## src/rtl/serial_pkg.sv

```systemverilog
// Shared definitions for the serial link scheduler: FSM states, default
// frame timing and the round-robin winner search.
package serial_pkg;

   typedef enum logic [1:0] {
      IDLE,
      SHIFT,
      GAP
   } state_t;

   localparam int DEF_DATA_W  = 8;
   localparam int DEF_CLK_DIV = 4;
   localparam int DEF_GAP_CYC = 8;

   // First set bit of mask searching upward from last+1, wrapping modulo n (n <= 8).
   function automatic logic [2:0] rr_pick(input logic [7:0] mask,
                                          input logic [2:0] last,
                                          input int n);
      logic [2:0] pick;
      logic       found;
      int         idx;
      pick  = '0;
      found = 1'b0;
      for (int k = 1; k <= 8; k++) begin
         idx = (int'(last) + k) % n;
         if (k <= n && !found && mask[3'(idx)]) begin
            pick  = 3'(idx);
            found = 1'b1;
         end
      end
      return pick;
   endfunction

endpackage

```

## src/rtl/serial_tx_scheduler_if.sv

```systemverilog
// Requester-side bus and serial pins of the scheduler; the master side
// drives requests, the slave side is the scheduler itself.
interface serial_tx_scheduler_if #(
   parameter int N_REQ  = 3,
   parameter int DATA_W = 8
);
   localparam int OWN_W = (N_REQ > 1) ? $clog2(N_REQ) : 1;

   logic [N_REQ-1:0]        req;
   logic [N_REQ*DATA_W-1:0] req_data;
   logic [N_REQ-1:0]        grant;
   logic [OWN_W-1:0]        owner;
   logic                    busy;
   logic                    transmission;
   logic                    clock;
   logic                    data;

   modport master (
      output req, req_data,
      input  grant, owner, busy, transmission, clock, data
   );

   modport slave (
      input  req, req_data,
      output grant, owner, busy, transmission, clock, data
   );
endinterface

```

## src/rtl/serial_shifter.sv

```systemverilog
// Serial clock divider and MSB-first shift register for one frame;
// done is asserted during the last cycle of the frame.
import serial_pkg::*;

module serial_shifter #(
   parameter int DATA_W  = DEF_DATA_W,
   parameter int CLK_DIV = DEF_CLK_DIV
) (
   input  logic              clk,
   input  logic              rst,
   input  logic              load,
   input  logic [DATA_W-1:0] load_byte,
   output logic              clock,
   output logic              data,
   output logic              done
);
   localparam int DIV_W = (CLK_DIV > 1) ? $clog2(CLK_DIV) : 1;
   localparam int BIT_W = $clog2(DATA_W + 1);

   logic              active;
   logic [DIV_W-1:0]  div_cnt;
   logic [BIT_W-1:0]  bit_cnt;
   logic [DATA_W-1:0] shreg;
   logic              half_end;

   assign half_end = active && (div_cnt == DIV_W'(CLK_DIV - 1));
   assign done     = half_end && clock && (bit_cnt == BIT_W'(DATA_W - 1));
   assign data     = shreg[DATA_W-1];

   // The next bit is shifted up only on the falling serial edge, so data is steady while clock is high.
   always_ff @(posedge clk) begin
      if (rst) begin
         active  <= 1'b0;
         div_cnt <= '0;
         bit_cnt <= '0;
         shreg   <= '0;
         clock   <= 1'b0;
      end else if (load) begin
         active  <= 1'b1;
         div_cnt <= '0;
         bit_cnt <= '0;
         shreg   <= load_byte;
         clock   <= 1'b0;
      end else if (half_end) begin
         div_cnt <= '0;
         if (!clock) begin
            clock <= 1'b1;
         end else begin
            clock <= 1'b0;
            if (done) begin
               active <= 1'b0;
               shreg  <= '0;
            end else begin
               bit_cnt <= bit_cnt + BIT_W'(1);
               shreg   <= shreg << 1;
            end
         end
      end else if (active) begin
         div_cnt <= div_cnt + DIV_W'(1);
      end
   end
endmodule

```

## src/rtl/serial_tx_scheduler.sv

```systemverilog
// Round-robin owner of the shared serial link: arbitrates requesters,
// hands the winner's byte to the shifter and enforces the inter-frame gap.
import serial_pkg::*;

module serial_tx_scheduler #(
   parameter int N_REQ   = 3,
   parameter int DATA_W  = DEF_DATA_W,
   parameter int CLK_DIV = DEF_CLK_DIV,
   parameter int GAP_CYC = DEF_GAP_CYC
) (
   input  logic                 clk,
   input  logic                 rst,
   serial_tx_scheduler_if.slave bus
);
   localparam int OWN_W = (N_REQ > 1) ? $clog2(N_REQ) : 1;
   localparam int GAP_W = $clog2(GAP_CYC + 1);

   state_t            state;
   logic [OWN_W-1:0]  last;
   logic [OWN_W-1:0]  win;
   logic              load;
   logic              done;
   logic [DATA_W-1:0] load_byte;
   logic [GAP_W-1:0]  gap_cnt;

   always_comb begin
      win       = OWN_W'(rr_pick(8'(bus.req), 3'(last), N_REQ));
      load      = (state == IDLE) && (|bus.req);
      load_byte = bus.req_data[int'(win)*DATA_W +: DATA_W];
   end

   // last resets to the top index so requester 0 wins the first decision.
   always_ff @(posedge clk) begin
      if (rst) begin
         state            <= IDLE;
         last             <= OWN_W'(N_REQ - 1);
         gap_cnt          <= '0;
         bus.grant        <= '0;
         bus.owner        <= '0;
         bus.busy         <= 1'b0;
         bus.transmission <= 1'b0;
      end else begin
         bus.grant <= '0;
         case (state)
            IDLE: begin
               if (load) begin
                  bus.grant[win]   <= 1'b1;
                  bus.owner        <= win;
                  last             <= win;
                  bus.busy         <= 1'b1;
                  bus.transmission <= 1'b1;
                  state            <= SHIFT;
               end
            end
            SHIFT: begin
               if (done) begin
                  bus.transmission <= 1'b0;
                  gap_cnt          <= '0;
                  state            <= GAP;
               end
            end
            GAP: begin
               if (gap_cnt == GAP_W'(GAP_CYC - 1)) begin
                  bus.busy <= 1'b0;
                  state    <= IDLE;
               end else begin
                  gap_cnt <= gap_cnt + GAP_W'(1);
               end
            end
            default: state <= IDLE;
         endcase
      end
   end

   serial_shifter #(
      .DATA_W  (DATA_W),
      .CLK_DIV (CLK_DIV)
   ) u_shifter (
      .clk       (clk),
      .rst       (rst),
      .load      (load),
      .load_byte (load_byte),
      .clock     (bus.clock),
      .data      (bus.data),
      .done      (done)
   );
endmodule

```

## src/flat_wrapper.sv

```systemverilog
// flat-port wrapper written by rule: the top's interface ports become plain ports
module serial_tx_scheduler_flat 
#(
   parameter int N_REQ   = 3,
   parameter int DATA_W  = DEF_DATA_W,
   parameter int CLK_DIV = DEF_CLK_DIV,
   parameter int GAP_CYC = DEF_GAP_CYC
)
  (clk, rst, bus_req, bus_req_data, bus_grant, bus_owner, bus_busy, bus_transmission, bus_clock, bus_data);
  serial_tx_scheduler_if #(.N_REQ(N_REQ), .DATA_W(DATA_W)) bus_i ();
  input  logic clk;
  input  logic rst;
  input wire logic [$bits(bus_i.req)-1:0] bus_req;
  input wire logic [$bits(bus_i.req_data)-1:0] bus_req_data;
  output wire logic [$bits(bus_i.grant)-1:0] bus_grant;
  output wire logic [$bits(bus_i.owner)-1:0] bus_owner;
  output wire logic [$bits(bus_i.busy)-1:0] bus_busy;
  output wire logic [$bits(bus_i.transmission)-1:0] bus_transmission;
  output wire logic [$bits(bus_i.clock)-1:0] bus_clock;
  output wire logic [$bits(bus_i.data)-1:0] bus_data;
  assign bus_i.req = bus_req;
  assign bus_i.req_data = bus_req_data;
  assign bus_grant = bus_i.grant;
  assign bus_owner = bus_i.owner;
  assign bus_busy = bus_i.busy;
  assign bus_transmission = bus_i.transmission;
  assign bus_clock = bus_i.clock;
  assign bus_data = bus_i.data;
  serial_tx_scheduler #(.N_REQ(N_REQ), .DATA_W(DATA_W), .CLK_DIV(CLK_DIV), .GAP_CYC(GAP_CYC)) u_core (.clk(clk), .rst(rst), .bus(bus_i));
endmodule
```

## config.mk

```make
export PLATFORM = sky130hd
export DESIGN_NAME = serial_tx_scheduler_flat
export DESIGN_NICKNAME = d
export VERILOG_FILES = /design/src/rtl/serial_pkg.sv /design/src/rtl/serial_tx_scheduler_if.sv /design/src/rtl/serial_shifter.sv /design/src/rtl/serial_tx_scheduler.sv /design/src/flat_wrapper.sv
export SDC_FILE = /design/constraint.sdc
export NUM_CORES = 1
export LEC_CHECK = 0
export CAP_MARGIN = 40
export CELL_PAD_IN_SITES_DETAIL_PLACEMENT = 1
export CELL_PAD_IN_SITES_GLOBAL_PLACEMENT = 2
export CORE_ASPECT_RATIO = 0.9
export CORE_MARGIN = 1
export CORE_UTILIZATION = 25
export CTS_BUF_LIST = sky130_fd_sc_hd__clkbuf_4 sky130_fd_sc_hd__clkbuf_8
export DETAILED_ROUTE_END_ITERATION = 10
export PLACE_DENSITY_LB_ADDON = 0.1
export SLEW_MARGIN = 20
export SYNTH_ARGS = -nofsm -noshare
export SYNTH_HDL_FRONTEND = slang
export SYNTH_SLANG_ARGS = --single-unit
```

## constraint.sdc

```tcl
create_clock -name clk -period 4.5 [get_ports clk]
set_clock_uncertainty 0.2 [all_clocks]
set_input_delay 0.45 -clock clk [delete_from_list [all_inputs] [get_ports clk]]
set_output_delay 0.45 -clock clk [all_outputs]
set_load 0.02 [all_outputs]
```

==> metrics.txt, run 1 <==
hpwl dp=3.24 mm; P per Cell Area=560 mW/mm^2; H-tree levels=2; max-capacitance violation count=0; Hold Path Sink=u_core.bus.owner[1]$_SDFFE_PP0P_; Top FF cell, synth=dfxtp_1; fin nets=279; Slowest Stage Delay on Critical Path=0.46 ns; RSZ-0062 raised after global routing=no; largest net degree at the start of global routing=15; sequential-to-total area share from yosys stat=0.342; Worst Hold Launch=u_core.bus.owner[1]$_SDFFE_PP0P_; outcome=completed; Distinct cells, synth=44; # diodes=0; clock slew at reported path FFs=0.06 ns; top post-synthesis cells by area=dfxtp_1 34%, ha_1 11%, nor2_1 6.0%; most common cell in the synthesized netlist=dfxtp_1; clk sink count=30; vias in the first global route=1693; first-pass GRT wire length=7.67 mm; CTS tree=built; cts hold-fix bufs=0; Synth Warn #=0; register area=601 sq um; worst r2r src=u_core.last[1]$_SDFFE_PP1P_; Post-Syn Nets=244; Seq cells post-synth=30; Slowest-stage cell, CP=a222oi_1; Yosys top cell by area=dfxtp_1; final hold violation count=0; Place WS=1.45 ns; Crit Path Category=flip-flop to flip-flop; IO Pins=38; R2R setup slack=1.54 ns; Critical Path RT=4.45 ns; global route overflow=0; setup violators final=0; Slew Limit Fails=0; Setup crit start=u_core.last[1]$_SDFFE_PP1P_; root buffer cell=clkbuf_8; startpoint types=flip-flop; routed len/inst=13.0 um; die area=0.00736 sq mm; Static Leak=0.890 nW; GRT Util Overall=0.128; via count=1548; R2R depth=7; Post-DP Area=0.00219 sq mm; Avg Cell Area, Syn=8.78 sq um; asr flop ratio synth=0; Worst EP arrival=2.91 ns; Min-Delay Path Depth=1; FF-to-FF End=u_core.u_shifter.shreg[5]$_SDFFE_PP0P_; Netlist Area Pre-Place=0.00176 sq mm; Post-synth top cells=30 x dfxtp_1, 28 x nor2_1, 17 x nand2_1, 15 x ha_1; Core Rows=28; worst hold path type=flip-flop to flip-flop; final period utilization=0.657; area of the multi-input gates=0.00109 sq mm; # resized after CTS=0; critical path endpoint category=flip-flop; die width=90.3 um; post-route antenna net violation count=0; final worst slack=1.54 ns; worst skew pair latency=0.27 ns; VDD IR-drop max=0.128 mV; Clock Path Buffers=2; Min Clock Period, post-route=2.96 ns; Core Area=0.00669 sq mm; Initial Util=0.262; initial antenna violation count=0; setup TNS=0 ns; Yosys top cell area share=0.342; placer congestion estimate=0.737; number of synthesized flops with an enable pin=0; layout cells sized above 1=0.0890; final instance area=0.00229 sq mm; drt initial violations=37; Worst slew margin=0.510; TritonCTS Buffers=5; Fill cells=790; post-CTS setup buffer count=0; First-pass DRT Iterations=4; highest clock rate=0.338 GHz; final core occ=0.342; vias per cell=4.75; Port Buf Inserts=37; worst-margin pin slew=0.733 ns; Total Wirelength=4.24 mm; hold slack=0.256 ns; Critical Path Fanout Max=9; cell breakdown of the critical path=inv_1, ha_1, o21a_1, a222oi_1, nand3_1, and3_1, a221o_1; DRC Markers=0; Syn Inst Count=200; area grow syn2layout=30.3%; Die Y-Extent=81.5 um
## stage by stage
step	std cells	total power [mW]
2_1_floorplan	200	0.892
3_3_place_gp	318	1.08
3_5_place_dp	318	1.07
4_1_cts	326	1.31
5_1_grt	326	1.40
6_report	326	1.28
## critical path, delay by kind of cell (launching register included)
| family | cells | cell delay, ns |
|---|---|---|
| simple gates | 2 | 0.61 |
| compound gates | 3 | 1.08 |
| flops | 1 | 0.41 |
| buf+inv | 1 | 0.13 |
| fa+ha+maj | 1 | 0.41 |
## final cells by class
class | count | share of cell area
clock buffers | 7 | 0.0394
clock inverters | 1 | 0.00219
inverters | 5 | 0.00821
multi-input cells | 156 | 0.476
flip-flops and latches | 30 | 0.263
well taps | 90 | 0.0492
repair buffers | 37 | 0.162
## worst max path at each step
stage | end | depth (start not counted)
detailed placement | u_core.u_shifter.shreg[5]$_SDFFE_PP0P_ | 7
finish | u_core.u_shifter.shreg[5]$_SDFFE_PP0P_ | 7
global route | u_core.u_shifter.shreg[6]$_SDFFE_PP0P_ | 8
CTS | u_core.u_shifter.shreg[5]$_SDFFE_PP0P_ | 7
floorplan | u_core.u_shifter.shreg[7]$_SDFFE_PP0P_ | 8
global placement | u_core.u_shifter.shreg[7]$_SDFFE_PP0P_ | 7
## cells by family after synthesis
family                   Yosys count  share of synthesized area
flip-flops                        30                      0.342
multiplexers                      14                     0.0877
buffers and inverters             14                     0.0371
adder cells (fa/ha/maj)           15                      0.107
AO/OA/AOI/OAI                     46                      0.197
XOR/XNOR                           3                     0.0150
AND/OR/NAND/NOR                   78                      0.215
## cells in the final DEF, fill, tap and decap left out, drive strengths merged, types with 3 or more instances in the layout
master / synthesis / final
a21oi: 11 / 11
a221o: 7 / 7
a22oi: 10 / 10
and2: 3 / 3
clkbuf: 6 / 7
clkdlybuf4s50: 0 / 37
dfxtp: 30 / 30
ha: 15 / 15
inv: 5 / 5
mux2: 8 / 8
mux2i: 6 / 6
nand2: 17 / 17
nand2b: 3 / 3
nand3: 7 / 7
nand3b: 3 / 3
nor2: 28 / 28
nor2b: 4 / 4
nor3: 5 / 5
o21ai: 4 / 4
## registers in the layout (all words and copies together) (netlist names), 2 cells and up
| register | cells |
|---|---|
| u_core.u_shifter.shreg | 8 |
| u_core.gap_cnt | 4 |
| u_core.u_shifter.bit_cnt | 4 |
| u_core.bus.grant | 3 |
| u_core.last | 2 |
| u_core.state | 2 |
| u_core.u_shifter.div_cnt | 2 |
## layer usage
layer,global-route usage,share of wire,vias up
met5,0,0,-
met4,0.0419,0.0054,0
met3,0.0296,0.039,2
met2,0.228,0.47,27
met1,0.154,0.48,734
li1,-,-,785
## where the power goes
part	switching (mW)	internal, mW
clock	0.0979	0.129
combinational	0.368	0.310
sequential	0.0443	0.332
total	0.511	0.771
(Power assumes the default switching activity.)
==> inputs of run 2 (changes only) <==
clock period = 3 ns   (was 4.5 ns; I/O delays follow)
==> metrics.txt, run 2 (synthesis results as in run 1) <==
Critical Path RT=2.96 ns; Port Buf Inserts=37; startpoint types=flip-flop; largest net degree at the start of global routing=15; routed len/inst=13.4 um; critical path endpoint category=flip-flop; fin nets=290; Critical Path Fanout Max=9; H-tree levels=2; Largest Register=u_core.u_shifter.shreg; drt initial violations=19; Core Rows=28; CTS tree=built; area grow syn2layout=35.7%; most common cell after layout, fill and taps aside=clkdlybuf4s50_1; highest clock rate=0.363 GHz; final period utilization=0.919; # diodes=0; max-capacitance violation count=0; worst-margin pin slew=0.583 ns; final hold violation count=0; RSZ-0062 raised after global routing=no; max reg flops=8; Core Area=0.00669 sq mm; Largest regs=u_core.u_shifter.shreg x8, u_core.gap_cnt x4, u_core.u_shifter.bit_cnt x4; Static Leak=0.948 nW; root buffer cell=clkbuf_8; worst skew pair latency=0.28 ns; Worst EP arrival=2.72 ns; clock slew at reported path FFs=0.07 ns; Place WS=0.0781 ns; clk sink count=30; vias per cell=4.69; Die Y-Extent=81.5 um; placer congestion estimate=0.749; die width=90.3 um; global route overflow=0; final core occ=0.356; Total Wirelength=4.53 mm; die area=0.00736 sq mm; First-pass DRT Iterations=4; final worst slack=0.244 ns; post-route antenna net violation count=0; outcome=completed; most frequent cells in the layout=37 x clkdlybuf4s50_1, 30 x dfxtp_1, 28 x nor2_1, 17 x nand2_1, 15 x ha_1; initial antenna violation count=0; cts hold-fix bufs=0; Clock Path Buffers=2; Worst slew margin=0.612; worst hold path type=flip-flop to flip-flop; DRC Markers=0; overall power=2.02 mW; Fill cells=791; layout cells sized above 1=0.134; Initial Util=0.262; Crit Path Category=flip-flop to flip-flop; hpwl dp=3.36 mm; first-pass GRT wire length=7.62 mm; Slew Limit Fails=0; P per Cell Area=847 mW/mm^2; Min Clock Period, post-route=2.76 ns; GRT Util Overall=0.131; IO Pins=38; TritonCTS Buffers=5; setup TNS=0 ns; via count=1582; setup violators final=0; VDD IR-drop max=0.221 mV; hold slack=0.280 ns; vias in the first global route=1596
[run 2: where the power goes]
group / internal (mW) / switching (mW)
sequential: 0.497 / 0.0692
combinational: 0.520 / 0.581
clock: 0.194 / 0.157
[run 2: worst max-delay path: stages (launching register included)]
cell and delay [ns]:
dfxtp_1 0.38, inv_1 0.12, ha_1 0.42, o21a_1 0.25, a222oi_1 0.30, buf_4 0.19, nand3_1 0.09, and3_1 0.32
a221o_1 0.37
[run 2: path summary, 6_finish.rpt]
path	startpoint	to	slack (ns)	depth (start not counted)
setup reg to reg	u_core.last[0]$_SDFFE_PP0P_	u_core.u_shifter.shreg[2]$_SDFFE_PP0P_	0.24	8
setup / recovery	u_core.last[0]$_SDFFE_PP0P_	u_core.u_shifter.shreg[2]$_SDFFE_PP0P_	0.24	8
hold reg to reg	u_core.u_shifter.div_cnt[1]$_SDFFE_PP0P_	u_core.u_shifter.div_cnt[1]$_SDFFE_PP0P_	0.28	2
hold / removal	u_core.u_shifter.div_cnt[1]$_SDFFE_PP0P_	u_core.u_shifter.div_cnt[1]$_SDFFE_PP0P_	0.28	2
[run 2: timing repair]
action                                  CTS  global route
buffers inserted                          0             0
gates resized for setup                   0             2
endpoints found under the setup margin    0             8
[run 2: area by class of cell]
class | instances | area [sq um] | share of cell area
tap | 90 | 113 | 0.0473
multi-input combinational | 156 | 1100 | 0.463
sequential | 30 | 601 | 0.252
clock buffer | 7 | 90.1 | 0.0378
clock inverter | 1 | 5.00 | 0.00210
timing repair buffer | 48 | 453 | 0.190
inverter | 5 | 18.8 | 0.00788
[run 2: routing by layer]
layer  global-route usage  part of all wire  wire (um)  vias up
li1                     -                 -          -      808
met1                0.170              0.51       2290      749
met2                0.215              0.45       2050       23
met3               0.0278             0.032        145        2
met4               0.0532            0.0088         40        0
met5                    0                 0          0        -
[run 2: per-stage QoR]
| step | instance area [sq um] | instances |
|---|---|---|
| 2_1_floorplan | 1760 | 200 |
| 3_3_place_gp | 2270 | 329 |
| 3_5_place_dp | 2270 | 329 |
| 4_1_cts | 2370 | 337 |
| 5_1_grt | 2380 | 337 |
| 6_report | 2380 | 337 |
